$ cat config.mk
export PLATFORM = sky130hd
export DESIGN_NAME = tc_parade_multi_flat
export DESIGN_NICKNAME = d
export VERILOG_FILES = /design/src/rtl/tc_parade_multi_if.sv /design/src/rtl/tc_parade_multi.sv /design/src/flat_wrapper.sv
export SDC_FILE = /design/constraint.sdc
export NUM_CORES = 1
export LEC_CHECK = 0
export ABC_CLOCK_PERIOD_IN_PS = 2810
export BUFFER_PORTS_ARGS = -buffer_cell sky130_fd_sc_hd__buf_2
export CORE_MARGIN = 3
export CORE_UTILIZATION = 50
export CTS_BUF_LIST = sky130_fd_sc_hd__clkbuf_16
export DETAILED_ROUTE_END_ITERATION = 7
export MAX_ROUTING_LAYER = met4
export PLACE_DENSITY = 0.78
export SYNTH_ARGS = -nofsm -noshare
export SYNTH_HDL_FRONTEND = slang
export SYNTH_SLANG_ARGS = --single-unit
$ cat constraint.sdc
create_clock -name CLK_100M -period 2.81 [get_ports CLK_100M]
set_clock_uncertainty 0.05 [all_clocks]
set_input_delay 0.1405 -clock CLK_100M [delete_from_list [all_inputs] [get_ports CLK_100M]]
set_output_delay 0.1405 -clock CLK_100M [all_outputs]
set_load 0.05 [all_outputs]
$ cat src/rtl/tc_parade_multi_if.sv
// Board-side signal bundle for the multi-road parade traffic controller:
// button/sensor inputs toward the controller, light and status outputs back.
interface tc_parade_multi_if #(
  parameter int N_ROADS = 3
);
  localparam int IDX_W = (N_ROADS > 1) ? $clog2(N_ROADS) : 1;

  logic                   P;
  logic                   R;
  logic [N_ROADS-1:0]     T;
  logic [3*N_ROADS-1:0]   L;
  logic                   TICK;
  logic [IDX_W-1:0]       GREEN_IDX;
  logic                   PARADE_ACT;

  modport master (output P, R, T, input L, TICK, GREEN_IDX, PARADE_ACT);
  modport slave  (input P, R, T, output L, TICK, GREEN_IDX, PARADE_ACT);
endinterface

$ cat src/rtl/tc_parade_multi.sv
// Multi-road traffic controller: divides CLK_100M into a slow tick and walks one
// green road at a time through GREEN -> YELLOW -> ALL_RED, with a parade lock.
module tc_parade_multi #(
  parameter int N_ROADS      = 3,
  parameter int TICK_DIV     = 500000000,
  parameter int MIN_GREEN    = 2,
  parameter int YELLOW_TICKS = 1,
  parameter int ALLRED_TICKS = 1,
  parameter int PARADE_ROAD  = 0
) (
  input  logic             CLK_100M,
  input  logic             RESET,
  tc_parade_multi_if.slave bus
);

  localparam int IDX_W  = (N_ROADS > 1) ? $clog2(N_ROADS) : 1;
  localparam int CNT_W  = $clog2(TICK_DIV);
  localparam int SC_MAX = (MIN_GREEN > YELLOW_TICKS)
                          ? ((MIN_GREEN > ALLRED_TICKS) ? MIN_GREEN : ALLRED_TICKS)
                          : ((YELLOW_TICKS > ALLRED_TICKS) ? YELLOW_TICKS : ALLRED_TICKS);
  localparam int SC_W   = $clog2(SC_MAX + 1);

  localparam logic [CNT_W-1:0]     CNT_LAST   = CNT_W'(TICK_DIV - 1);
  localparam logic [CNT_W-1:0]     CNT_ONE    = CNT_W'(1);
  localparam logic [SC_W-1:0]      SC_SAT     = SC_W'(SC_MAX);
  localparam logic [SC_W-1:0]      SC_ONE     = SC_W'(1);
  localparam logic [IDX_W-1:0]     IDX_ONE    = IDX_W'(1);
  localparam logic [IDX_W-1:0]     PARADE_IDX = IDX_W'(PARADE_ROAD);
  localparam logic [3*N_ROADS-1:0] L_RST      = {{(N_ROADS-1){3'b100}}, 3'b001};

  typedef enum logic [1:0] {
    ST_GREEN  = 2'd0,
    ST_YELLOW = 2'd1,
    ST_ALLRED = 2'd2
  } state_t;

  state_t               state_r;
  state_t               state_nx_s;
  logic [SC_W-1:0]      sc_r;
  logic [SC_W-1:0]      sc_nx_s;
  logic [SC_W-1:0]      sc_inc_s;
  logic [IDX_W-1:0]     gidx_r;
  logic [IDX_W-1:0]     gidx_nx_s;
  logic [IDX_W-1:0]     nidx_r;
  logic [IDX_W-1:0]     nidx_nx_s;
  logic [IDX_W-1:0]     tgt_s;
  logic [CNT_W-1:0]     cnt_r;
  logic [CNT_W-1:0]     cnt_nx_s;
  logic                 tick_r;
  logic                 parade_r;
  logic                 parade_nx_s;
  logic                 leave_s;
  logic [3*N_ROADS-1:0] l_r;
  logic [3*N_ROADS-1:0] l_nx_s;
  int                   e_s;

  // Tick divider wrap and parade flag update (release beats request)
  always_comb begin
    cnt_nx_s    = (cnt_r == CNT_LAST) ? {CNT_W{1'b0}} : (cnt_r + CNT_ONE);
    parade_nx_s = parade_r;
    if (bus.R) begin
      parade_nx_s = 1'b0;
    end else if (bus.P) begin
      parade_nx_s = 1'b1;
    end else begin
      parade_nx_s = parade_r;
    end
  end

  // Road to serve after the current green: parade road, else next waiting road
  always_comb begin
    int               cand;
    logic [IDX_W-1:0] cand_idx;
    logic             found;
    logic             hit;
    cand     = 0;
    cand_idx = {IDX_W{1'b0}};
    found    = 1'b0;
    hit      = 1'b0;
    tgt_s    = (int'(gidx_r) + 1 >= N_ROADS) ? {IDX_W{1'b0}} : (gidx_r + IDX_ONE);
    for (int k = 1; k < N_ROADS; k++) begin
      cand     = int'(gidx_r) + k;
      cand     = (cand >= N_ROADS) ? (cand - N_ROADS) : cand;
      cand_idx = IDX_W'(cand);
      hit      = !found && bus.T[cand_idx];
      tgt_s    = hit ? cand_idx : tgt_s;
      found    = found | hit;
    end
    if (parade_r) begin
      tgt_s = PARADE_IDX;
    end else begin
      tgt_s = tgt_s;
    end
  end

  // Next-state logic, evaluated only on tick cycles
  always_comb begin
    state_nx_s = state_r;
    sc_nx_s    = sc_r;
    gidx_nx_s  = gidx_r;
    nidx_nx_s  = nidx_r;
    sc_inc_s   = (sc_r == SC_SAT) ? sc_r : (sc_r + SC_ONE);
    e_s        = int'(sc_r) + 1;
    leave_s    = (e_s >= MIN_GREEN) &&
                 (parade_r ? (gidx_r != PARADE_IDX) : !bus.T[gidx_r]);
    if (tick_r) begin
      case (state_r)
        ST_GREEN: begin
          if (leave_s) begin
            state_nx_s = ST_YELLOW;
            sc_nx_s    = {SC_W{1'b0}};
            nidx_nx_s  = tgt_s;
          end else begin
            sc_nx_s = sc_inc_s;
          end
        end
        ST_YELLOW: begin
          if (e_s == YELLOW_TICKS) begin
            sc_nx_s = {SC_W{1'b0}};
            if (ALLRED_TICKS == 0) begin
              state_nx_s = ST_GREEN;
              gidx_nx_s  = nidx_r;
            end else begin
              state_nx_s = ST_ALLRED;
            end
          end else begin
            sc_nx_s = sc_inc_s;
          end
        end
        ST_ALLRED: begin
          if (e_s == ALLRED_TICKS) begin
            state_nx_s = ST_GREEN;
            sc_nx_s    = {SC_W{1'b0}};
            gidx_nx_s  = nidx_r;
          end else begin
            sc_nx_s = sc_inc_s;
          end
        end
        default: begin
          // Unknown encoding: fall back to clearance, which is always safe
          state_nx_s = ST_ALLRED;
          sc_nx_s    = {SC_W{1'b0}};
        end
      endcase
    end else begin
      state_nx_s = state_r;
    end
  end

  // Light pattern for the upcoming state, registered with it
  always_comb begin
    l_nx_s = {N_ROADS{3'b100}};
    for (int i = 0; i < N_ROADS; i++) begin
      if (IDX_W'(i) == gidx_nx_s) begin
        case (state_nx_s)
          ST_GREEN:  l_nx_s[3*i +: 3] = 3'b001;
          ST_YELLOW: l_nx_s[3*i +: 3] = 3'b010;
          default:   l_nx_s[3*i +: 3] = 3'b100;
        endcase
      end else begin
        l_nx_s[3*i +: 3] = 3'b100;
      end
    end
  end

  // State, counters and registered outputs
  always_ff @(posedge CLK_100M) begin
    if (!RESET) begin
      cnt_r    <= {CNT_W{1'b0}};
      tick_r   <= 1'b0;
      parade_r <= 1'b0;
      state_r  <= ST_GREEN;
      sc_r     <= {SC_W{1'b0}};
      gidx_r   <= {IDX_W{1'b0}};
      nidx_r   <= {IDX_W{1'b0}};
      l_r      <= L_RST;
    end else begin
      cnt_r    <= cnt_nx_s;
      tick_r   <= (cnt_nx_s == CNT_LAST);
      parade_r <= parade_nx_s;
      state_r  <= state_nx_s;
      sc_r     <= sc_nx_s;
      gidx_r   <= gidx_nx_s;
      nidx_r   <= nidx_nx_s;
      l_r      <= l_nx_s;
    end
  end

  assign bus.L          = l_r;
  assign bus.TICK       = tick_r;
  assign bus.GREEN_IDX  = gidx_r;
  assign bus.PARADE_ACT = parade_r;

endmodule

$ cat src/flat_wrapper.sv
// flat-port wrapper written by rule: the top's interface ports become plain ports
module tc_parade_multi_flat 
#(
  parameter int N_ROADS      = 3,
  parameter int TICK_DIV     = 500000000,
  parameter int MIN_GREEN    = 2,
  parameter int YELLOW_TICKS = 1,
  parameter int ALLRED_TICKS = 1,
  parameter int PARADE_ROAD  = 0
)
  (CLK_100M, RESET, bus_P, bus_R, bus_T, bus_L, bus_TICK, bus_GREEN_IDX, bus_PARADE_ACT);
  tc_parade_multi_if #(.N_ROADS(N_ROADS)) bus_i ();
  input  logic CLK_100M;
  input  logic RESET;
  input wire logic [$bits(bus_i.P)-1:0] bus_P;
  input wire logic [$bits(bus_i.R)-1:0] bus_R;
  input wire logic [$bits(bus_i.T)-1:0] bus_T;
  output wire logic [$bits(bus_i.L)-1:0] bus_L;
  output wire logic [$bits(bus_i.TICK)-1:0] bus_TICK;
  output wire logic [$bits(bus_i.GREEN_IDX)-1:0] bus_GREEN_IDX;
  output wire logic [$bits(bus_i.PARADE_ACT)-1:0] bus_PARADE_ACT;
  assign bus_i.P = bus_P;
  assign bus_i.R = bus_R;
  assign bus_i.T = bus_T;
  assign bus_L = bus_i.L;
  assign bus_TICK = bus_i.TICK;
  assign bus_GREEN_IDX = bus_i.GREEN_IDX;
  assign bus_PARADE_ACT = bus_i.PARADE_ACT;
  tc_parade_multi #(.N_ROADS(N_ROADS), .TICK_DIV(TICK_DIV), .MIN_GREEN(MIN_GREEN), .YELLOW_TICKS(YELLOW_TICKS), .ALLRED_TICKS(ALLRED_TICKS), .PARADE_ROAD(PARADE_ROAD)) u_core (.CLK_100M(CLK_100M), .RESET(RESET), .bus(bus_i));
endmodule
# == After elaboration in Yosys (flattened, before gate mapping) ==
# Index checks and enable logic that the tools add are counted.
# totals
register_bits,48
inputBits,7
output_inout_bits,13
wordCells,77
# op_classes
n_addsub,8
order_cmp,6
n_eq_ne,9
mux,28
bitwise_logic,1
reduce_logical,14
# op_table
operator,count
$eq 29x29->1 const B,2
$eq 32x2->1 const B,1
$ge 32x3->1 const B,1
$mux 2,16
$add 29x1->29 const B,1
$mux 29,1
$lt 2x3->1 const B,3
$add 2x1->3 const B,2
$bmux 1 s2,3
$ge 3x2->1 const B,2
$logic_not 2->1,3
$pmux 2 s3,1
$pmux 3 s2,1
$reduce_and 2->1,3
$add 2x1->2 const B,2
$eq 2x1->1 const B,2
$eq 2x2->1 const B,2
$mux 1,4
$pmux 2 s2,1
$reduce_or 2->1,2
$sub 2x1->2 const B,2
$add 2x2->3 const B,1
$mux 3,1
$reduce_and 3->1,1
6 further kinds,8

# == Logic depth before layout (Yosys ltp) ==
# Gate-level depths: netlist (run 1).
# logic_depth
depth_word,11
depth_mapped,8
depth_no_buf,8

# == Worst setup path before layout (run 1) ==
# Ideal clock, no wire load.
# synth_timing
path_kind,flip-flop to flip-flop
startpoint,"register u_core.gidx_r[0], in the netlist u_core.bus.GREEN_IDX[0]"
endpoint,register u_core.nidx_r[0]
setup_time_ns,0.076
t_arrival_ns,2.189
required_time_ns,2.684
path_slack_ns,0.495
stages_incl_launch_ff,9
synth_period_minus_slack_ns,2.315
path_cell_list,dfxtp_1 inv_1 ha_1 nand2b_1 a21oi_1 a21oi_1 nand2_1 a2111o_1 a21boi_0
# synth_between
elab_chain_cells,9
elab_cells_between_ends,26
# synth_rtl
item,line_no,rtl
start: declaration,tc_parade_multi.sv:42,logic [IDX_W-1:0] gidx_r;
start signal: assignment,tc_parade_multi.sv:174,gidx_r <= {IDX_W{1'b0}};
start signal: assignment,tc_parade_multi.sv:183,gidx_r <= gidx_nx_s;
$add 2x1->3,"tc_parade_multi.sv:80, tc_parade_multi.sv:82",
$ge 3x2->1 or $sub 2x1->2 (tied branches),"tc_parade_multi.sv:80, tc_parade_multi.sv:83",
$mux 2,tc_parade_multi.sv:83,cand = (cand >= N_ROADS) ? (cand - N_ROADS) : cand;
$bmux 1 s2,tc_parade_multi.sv:85,hit = !found && bus.T[cand_idx];
$mux 1 (not written as such),tc_parade_multi.sv:85,
$logic_not 1->1,tc_parade_multi.sv:85,
$logic_and 1x1->1,tc_parade_multi.sv:85,
$mux 2,tc_parade_multi.sv:86,tgt_s = hit ? cand_idx : tgt_s;
$mux 2,tc_parade_multi.sv:89,if (parade_r) begin
end signal: assignment,tc_parade_multi.sv:175,nidx_r <= {IDX_W{1'b0}};
end signal: assignment,tc_parade_multi.sv:184,nidx_r <= nidx_nx_s;
end: declaration,tc_parade_multi.sv:44,logic [IDX_W-1:0] nidx_r;
# Several ways; a longest one is shown, not always the timed one. The select of a mux whose other input is x is not followed.
# A chain may end at the register's enable or synchronous reset.

# == Worst setup path in the final report (run 1) ==
# layout_timing
startpoint,register u_core.cnt_r[3]
endpoint,"register u_core.tick_r, in the netlist u_core.bus.TICK"
# layout_between
elab_chain_cells,3
elab_cells_between_ends,4
# layout_rtl
item,line_no,rtl
start: declaration,tc_parade_multi.sv:47,logic [CNT_W-1:0] cnt_r;
start signal: assignment,tc_parade_multi.sv:169,cnt_r <= {CNT_W{1'b0}};
start signal: assignment,tc_parade_multi.sv:178,cnt_r <= cnt_nx_s;
$add 29x1->29 or $eq 29x29->1 (tied branches),tc_parade_multi.sv:59,cnt_nx_s = (cnt_r == CNT_LAST) ? {CNT_W{1'b0}} : (cnt_r + CNT_ONE);
$mux 29 *,tc_parade_multi.sv:59,
$eq 29x29->1 *,tc_parade_multi.sv:179,tick_r <= (cnt_nx_s == CNT_LAST);
end signal: assignment,tc_parade_multi.sv:179,
end: declaration,tc_parade_multi.sv:49,logic tick_r;
# Every way passes the cells marked *; elsewhere a longest branch is shown, timed or not.

==> flow_metrics.tcl, run 1 <==
set metrics [dict create \
    syn_area_um2 2640 \
    cp-start-kind "flip-flop" \
    leakage_nw 1.09 \
    ys_warn_count 0 \
    clk_pin_slew_ps 70 \
    synth_top_flop_cell "dfxtp_1" \
    critPathMaxStageDelay_ps 710 \
    layout_common_cells "dfxtp_1, nor2_1, nand2_1, nand3_1, buf_2" \
    io_buffers 19 \
    tightest_slew_ps 690 \
    fin_setup_tns_ps 0 \
    antenna_found_initial 0 \
    worstSkewPairLatency_ps 290 \
    setup_violations 0 \
    synth_edf_count 0 \
    r2r_end "u_core.bus.TICK$_SDFF_PN0_" \
    fin_crit_ps 2550 \
    final_max_slew_viol_count 0 \
    layout_commonest_cell "dfxtp_1" \
    critical_path_arrival_ps 2690 \
    timing.fmax_ghz 0.392 \
    dieWidth_um 78.6 \
    place.gp.congestion 0.969 \
    min_from "bus_P" \
    post-route-period-util 0.907 \
    r2r_cells 6 \
    drtAntennaViolNets 0 \
    layout-drive-gt1-share 0.131 \
    clockBufferDepth 2 \
    cts_hold_buf 1 \
    fin_util 0.604 \
    grt_pass1_wl_mm 9.93 \
    critPathRequiredTime_ps 2950 \
    cts_max_level 2 \
    grt_usage 0.205 \
    dp_slack_ps 316 \
    routed_wl_mm 5.81 \
    ir_worst_vdd_uv 297 \
    reg2reg_slack_ps 260 \
    avgViaCountPerCell 5.68 \
    ys_seq_area_frac 0.364 \
    ys_async_sr_fraction 0 \
    cp_slowest_cell "or4_4" \
    hold_viol 0 \
    finalNonFillerCells 396 \
    path_buf_inv 0 \
    dp_hpwl_mm 4.15 \
    relSlewSlack 0.536 \
    status "finished clean" \
    holdPathStages 3 \
    worst-setup-path-type "flip-flop to flip-flop" \
    synth_area_leaders "dfxtp_1, ha_1, nor2_1" \
    dp.cells 387 \
    synth_cells 306 \
    grt_max_degree 22 \
    cts-root-buf "clkbuf_16" \
    yosysUniqueCellTypes 59 \
    drtIter0Drc 103 \
    core_area_um2 4910 \
    drt_pass1_iterations 4 \
    r2r_start "u_core.cnt_r[3]$_SDFF_PN0_" \
    nets 346 \
    grt_setup_unrepaired "no" \
    die_h_um 78.6 \
    diodes 0 \
    hold_path_end "u_core.bus.PARADE_ACT$_SDFFE_PP0P_" \
    p_total_mw 1.41 \
    io_pins 20 \
    ctsResizeCount 0 \
    vias 2250 \
    syn_avg_cell_area_um2 8.62 \
    crit_path_max_fanout 11 \
    grt_overflow 0 \
    cts.sinks 48 \
    wl_per_cell_um 14.7 \
    syn-num-nets 324 \
    grt_pass1_vias 2076 \
    start_util 0.537 \
    cts_tree "yes" \
    maxCapViolCount 0 \
    die_area_um2 6180 \
    worstPathCellList "nand4_1, or4_4, xor2_1, a2111oi_2, o311ai_1, nor4_2" \
    worst_slack_ps 261 \
    cts-buffers-inserted 5 \
    rows 25 \
    syn_to_final_growth_pct 12.6 \
    hold_path.class "input pin to flip-flop" \
    end_kind "flip-flop" \
    power_density_nw_per_um2 476 \
    synth_area_leader_cell "dfxtp_1" \
    ys_seq_elements 48 \
    drc 0 \
    cts_setup_buffers 0 \
    synth_top_area_frac 0.364 \
    path_delay_family "simple AND/OR/NAND/NOR gates" \
    critPathLaunch "u_core.cnt_r[3]$_SDFF_PN0_" \
]
-- metal layers --
metal / share of wire / track usage
met3: 0.039 / 0.0447
met4: 0.012 / 0.0350
met1: 0.48 / 0.262
met2: 0.47 / 0.339
met5: 0 / -
-- sequential cells by signal, indices dropped and copies added, names as in the netlist --
| register | count |
|---|---|
| u_core.sc_r | 2 |
| u_core.bus.L | 9 |
| u_core.bus.GREEN_IDX | 2 |
| u_core.bus.TICK | 1 |
| u_core.state_r | 2 |
| u_core.bus.PARADE_ACT | 1 |
| u_core.cnt_r | 29 |
| u_core.nidx_r | 2 |
-- layout make-up --
type | instances | area [µm²]
inverters | 16 | 60.1
flip-flops and latches | 48 | 961
fillers | 427 | 1940
multi-input cells | 233 | 1560
well taps | 67 | 83.8
repair buffers | 24 | 135
clock inverters | 3 | 47.5
clock buffers | 5 | 125
-- synth_stat cells, drive strengths merged, types with 4 or more instances --
master and instances:
dfxtp 48, nor2 37, nand2 23, nand3 19, inv 16, a21oi 13
xor2 13, and2 11, ha 11, xnor2 11, nor3 8, o21ai 8
or3 7, mux2i 6, nand2b 6, nand4 6, nor4 6, buf 5
nor3b 4
-- cell families (layout without fill, tap and decap cells) --
group / Yosys count / after routing / share of synthesized area
AND/OR/NAND/NOR: 146 / 146 / 0.309
XOR/XNOR: 24 / 24 / 0.0797
flip-flops: 48 / 48 / 0.364
buffers and inverters: 25 / 48 / 0.0456
AO/OA/AOI/OAI: 46 / 46 / 0.126
adder cells (fa/ha/maj): 11 / 11 / 0.0522
multiplexers: 6 / 6 / 0.0228
-- worst max-delay path by stage --
stage	to	slack, ps	cells past startpoint
after global placement	u_core.bus.TICK$_SDFF_PN0_	390	6
final	u_core.bus.TICK$_SDFF_PN0_	260	6
after global routing	u_core.bus.TICK$_SDFF_PN0_	170	6
after detailed placement	u_core.bus.TICK$_SDFF_PN0_	320	6
after CTS	u_core.bus.TICK$_SDFF_PN0_	300	6
after floorplan	u_core.nidx_r[0]$_SDFFE_PN0P_	500	8
-- stage by stage --
stage	cell area (µm²)	hold slack, ps
2_1_floorplan	2640	167
3_3_place_gp	2790	254
3_5_place_dp	2790	255
4_1_cts	2970	73.8
5_1_grt	2970	80.4
6_report	2970	75.5
-- report_power, final --
group | total [mW] | switching [mW] | internal [mW] | leakage, nW
Sequential | 0.689 | 0.00411 | 0.684 | 0.387
Clock | 0.683 | 0.261 | 0.423 | 0.0840
Combinational | 0.0398 | 0.0241 | 0.0157 | 0.617
-- worst register-to-register path, cell delays in order (launching register included) --
cell	delay, ps
dfxtp_1	410
nand4_1	400
or4_4	710
xor2_1	190
a2111oi_2	280
o311ai_1	210
nor4_2	200
No activity file was read; power rests on OpenSTA's default activity.
==> run 2, diff against run 1 <==
ABC_CLOCK_PERIOD_IN_PS = 2900   (was 2810)
clock period = 2.9 ns   (was 2.81 ns; I/O delays follow)
==> flow_metrics.tcl, run 2 (synthesized netlist as in run 1, its figures left out) <==
set metrics [dict create \
    worstSkewPairLatency_ps 290 \
    grt_setup_unrepaired "no" \
    nets 345 \
    wl_per_cell_um 14.6 \
    drt_pass1_iterations 4 \
    hold_path.class "input pin to flip-flop" \
    clockBufferDepth 2 \
    cp_slowest_cell "or4_4" \
    vias 2234 \
    die_h_um 78.6 \
    grt_pass1_wl_mm 9.78 \
    p_seq_frac 0.486 \
    fin_crit_ps 2490 \
    maxCapViolCount 0 \
    fin_setup_tns_ps 0 \
    dieWidth_um 78.6 \
    grt_max_degree 22 \
    layout_commonest_cell "dfxtp_1" \
    fillers 440 \
    final_cell_area_um2 2960 \
    drtIter0Drc 195 \
    cts_max_level 2 \
    cts_setup_buffers 0 \
    switching_share 0.207 \
    cts_tree "yes" \
    setup_violations 0 \
    rows 25 \
    worstPathCellList "nand4_1, or4_4, a2111o_1, a21oi_1, o21ai_1, nor4_2" \
    cts-root-buf "clkbuf_16" \
    status "finished clean" \
    grt_usage 0.204 \
    io_buffers 19 \
    place.gp.congestion 0.967 \
    crit_path_max_fanout 11 \
    drc 0 \
    power_density_nw_per_um2 463 \
    critical_path_arrival_ps 2650 \
    ir_worst_vdd_uv 358 \
    routed_wl_mm 5.77 \
    cp-start-kind "flip-flop" \
    final_max_slew_viol_count 0 \
    io_pins 20 \
    layout-drive-gt1-share 0.128 \
    p_sw_mw 0.284 \
    clkPwrFrac 0.486 \
    die_area_um2 6180 \
    largest-register "u_core.cnt_r" \
    p_int_mw 1.09 \
    antenna_found_initial 0 \
    worst-setup-path-type "flip-flop to flip-flop" \
    critPathRequiredTime_ps 3060 \
    largest_register_ffs 29 \
    diodes 0 \
    tightest_slew_ps 733 \
    fin_util 0.603 \
    timing.fmax_ghz 0.402 \
    cts-buffers-inserted 5 \
    drtAntennaViolNets 0 \
    grt_overflow 0 \
    end_kind "flip-flop" \
    dp_hpwl_mm 4.23 \
    clk_pin_slew_ps 70 \
    cts.sinks 48 \
    relSlewSlack 0.507 \
    syn_to_final_growth_pct 12.3 \
    ctsResizeCount 0 \
    avgViaCountPerCell 5.66 \
    hold_viol 0 \
    leakage_nw 1.08 \
    place_area_um2 2780 \
    post-route-period-util 0.858 \
    grt_pass1_vias 2104 \
    p_comb_frac 0.028 \
    start_util 0.537 \
    layout_common_cells "dfxtp_1, nor2_1, nand2_1, nand3_1, buf_2" \
    critPathMaxStageDelay_ps 710 \
    core_area_um2 4910 \
]
==> run 2: cell types whose count changed in the layout (fill, tap and decap cells not counted) <==
| cell | delta |
|---|---|
| buf_4 | -1 |
==> run 2: final timing paths <==
path | from | endpoint | slack (ps) | cells after the start
worst min register to register | u_core.cnt_r[0]$_SDFF_PN0_ | u_core.cnt_r[0]$_SDFF_PN0_ | 410 | 1
worst max register to register | u_core.cnt_r[3]$_SDFF_PN0_ | u_core.bus.TICK$_SDFF_PN0_ | 410 | 6
worst min-delay path | bus_P | u_core.bus.PARADE_ACT$_SDFFE_PP0P_ | 80 | 3
worst max-delay path | u_core.cnt_r[3]$_SDFF_PN0_ | u_core.bus.TICK$_SDFF_PN0_ | 410 | 6
==> run 2: worst max-delay path, delay by kind of cell (launching register included) <==
kind	cells	cell delay, ps
and+or+nand+nor	3	1360
AOI/OAI and AO/OA	3	580
DFF	1	410
==> run 2: final cells by class <==
type | instances | area (µm²) | area share
Multi-Input combinational cell | 233 | 1560 | 0.525
Sequential cell | 48 | 961 | 0.325
Timing Repair Buffer | 23 | 128 | 0.0431
Clock buffer | 5 | 125 | 0.0423
Tap cell | 67 | 83.8 | 0.0283
Inverter | 16 | 60.1 | 0.0203
Clock inverter | 3 | 47.5 | 0.0161
==> run 2: stage by stage <==
stage	hold slack, ps	total power [mW]	setup slack (ps)	instances
after global routing	113	1.42	221	395
final	76.7	1.37	411	395
after floorplan	171	0.705	585	306
after global placement	259	0.718	490	386
after CTS	72.1	1.38	440	395
after detailed placement	263	0.719	457	386
==> run 2: per-layer routing <==
| metal | track usage | wire length [µm] |
|---|---|---|
| met5 | - | 0 |
| met4 | 0.0682 | 109 |
| met3 | 0.0413 | 279 |
| met2 | 0.323 | 2660 |
| met1 | 0.260 | 2720 |
==> run 2: power by group through the flow <==
stage / combinational [mW] / sequential, mW / clock [mW]
finish: 0.0381 / 0.667 / 0.667
global route: 0.0422 / 0.667 / 0.712
CTS: 0.0381 / 0.667 / 0.677
detailed placement: 0.0370 / 0.682 / 0
global placement: 0.0358 / 0.682 / 0
floorplan: 0.0216 / 0.684 / 0
==> run 2: timing repair <==
item	in CTS	in global routing
hold buffers	1	0
hold endpoints to repair	1	0
endpoints found under the setup margin	0	0
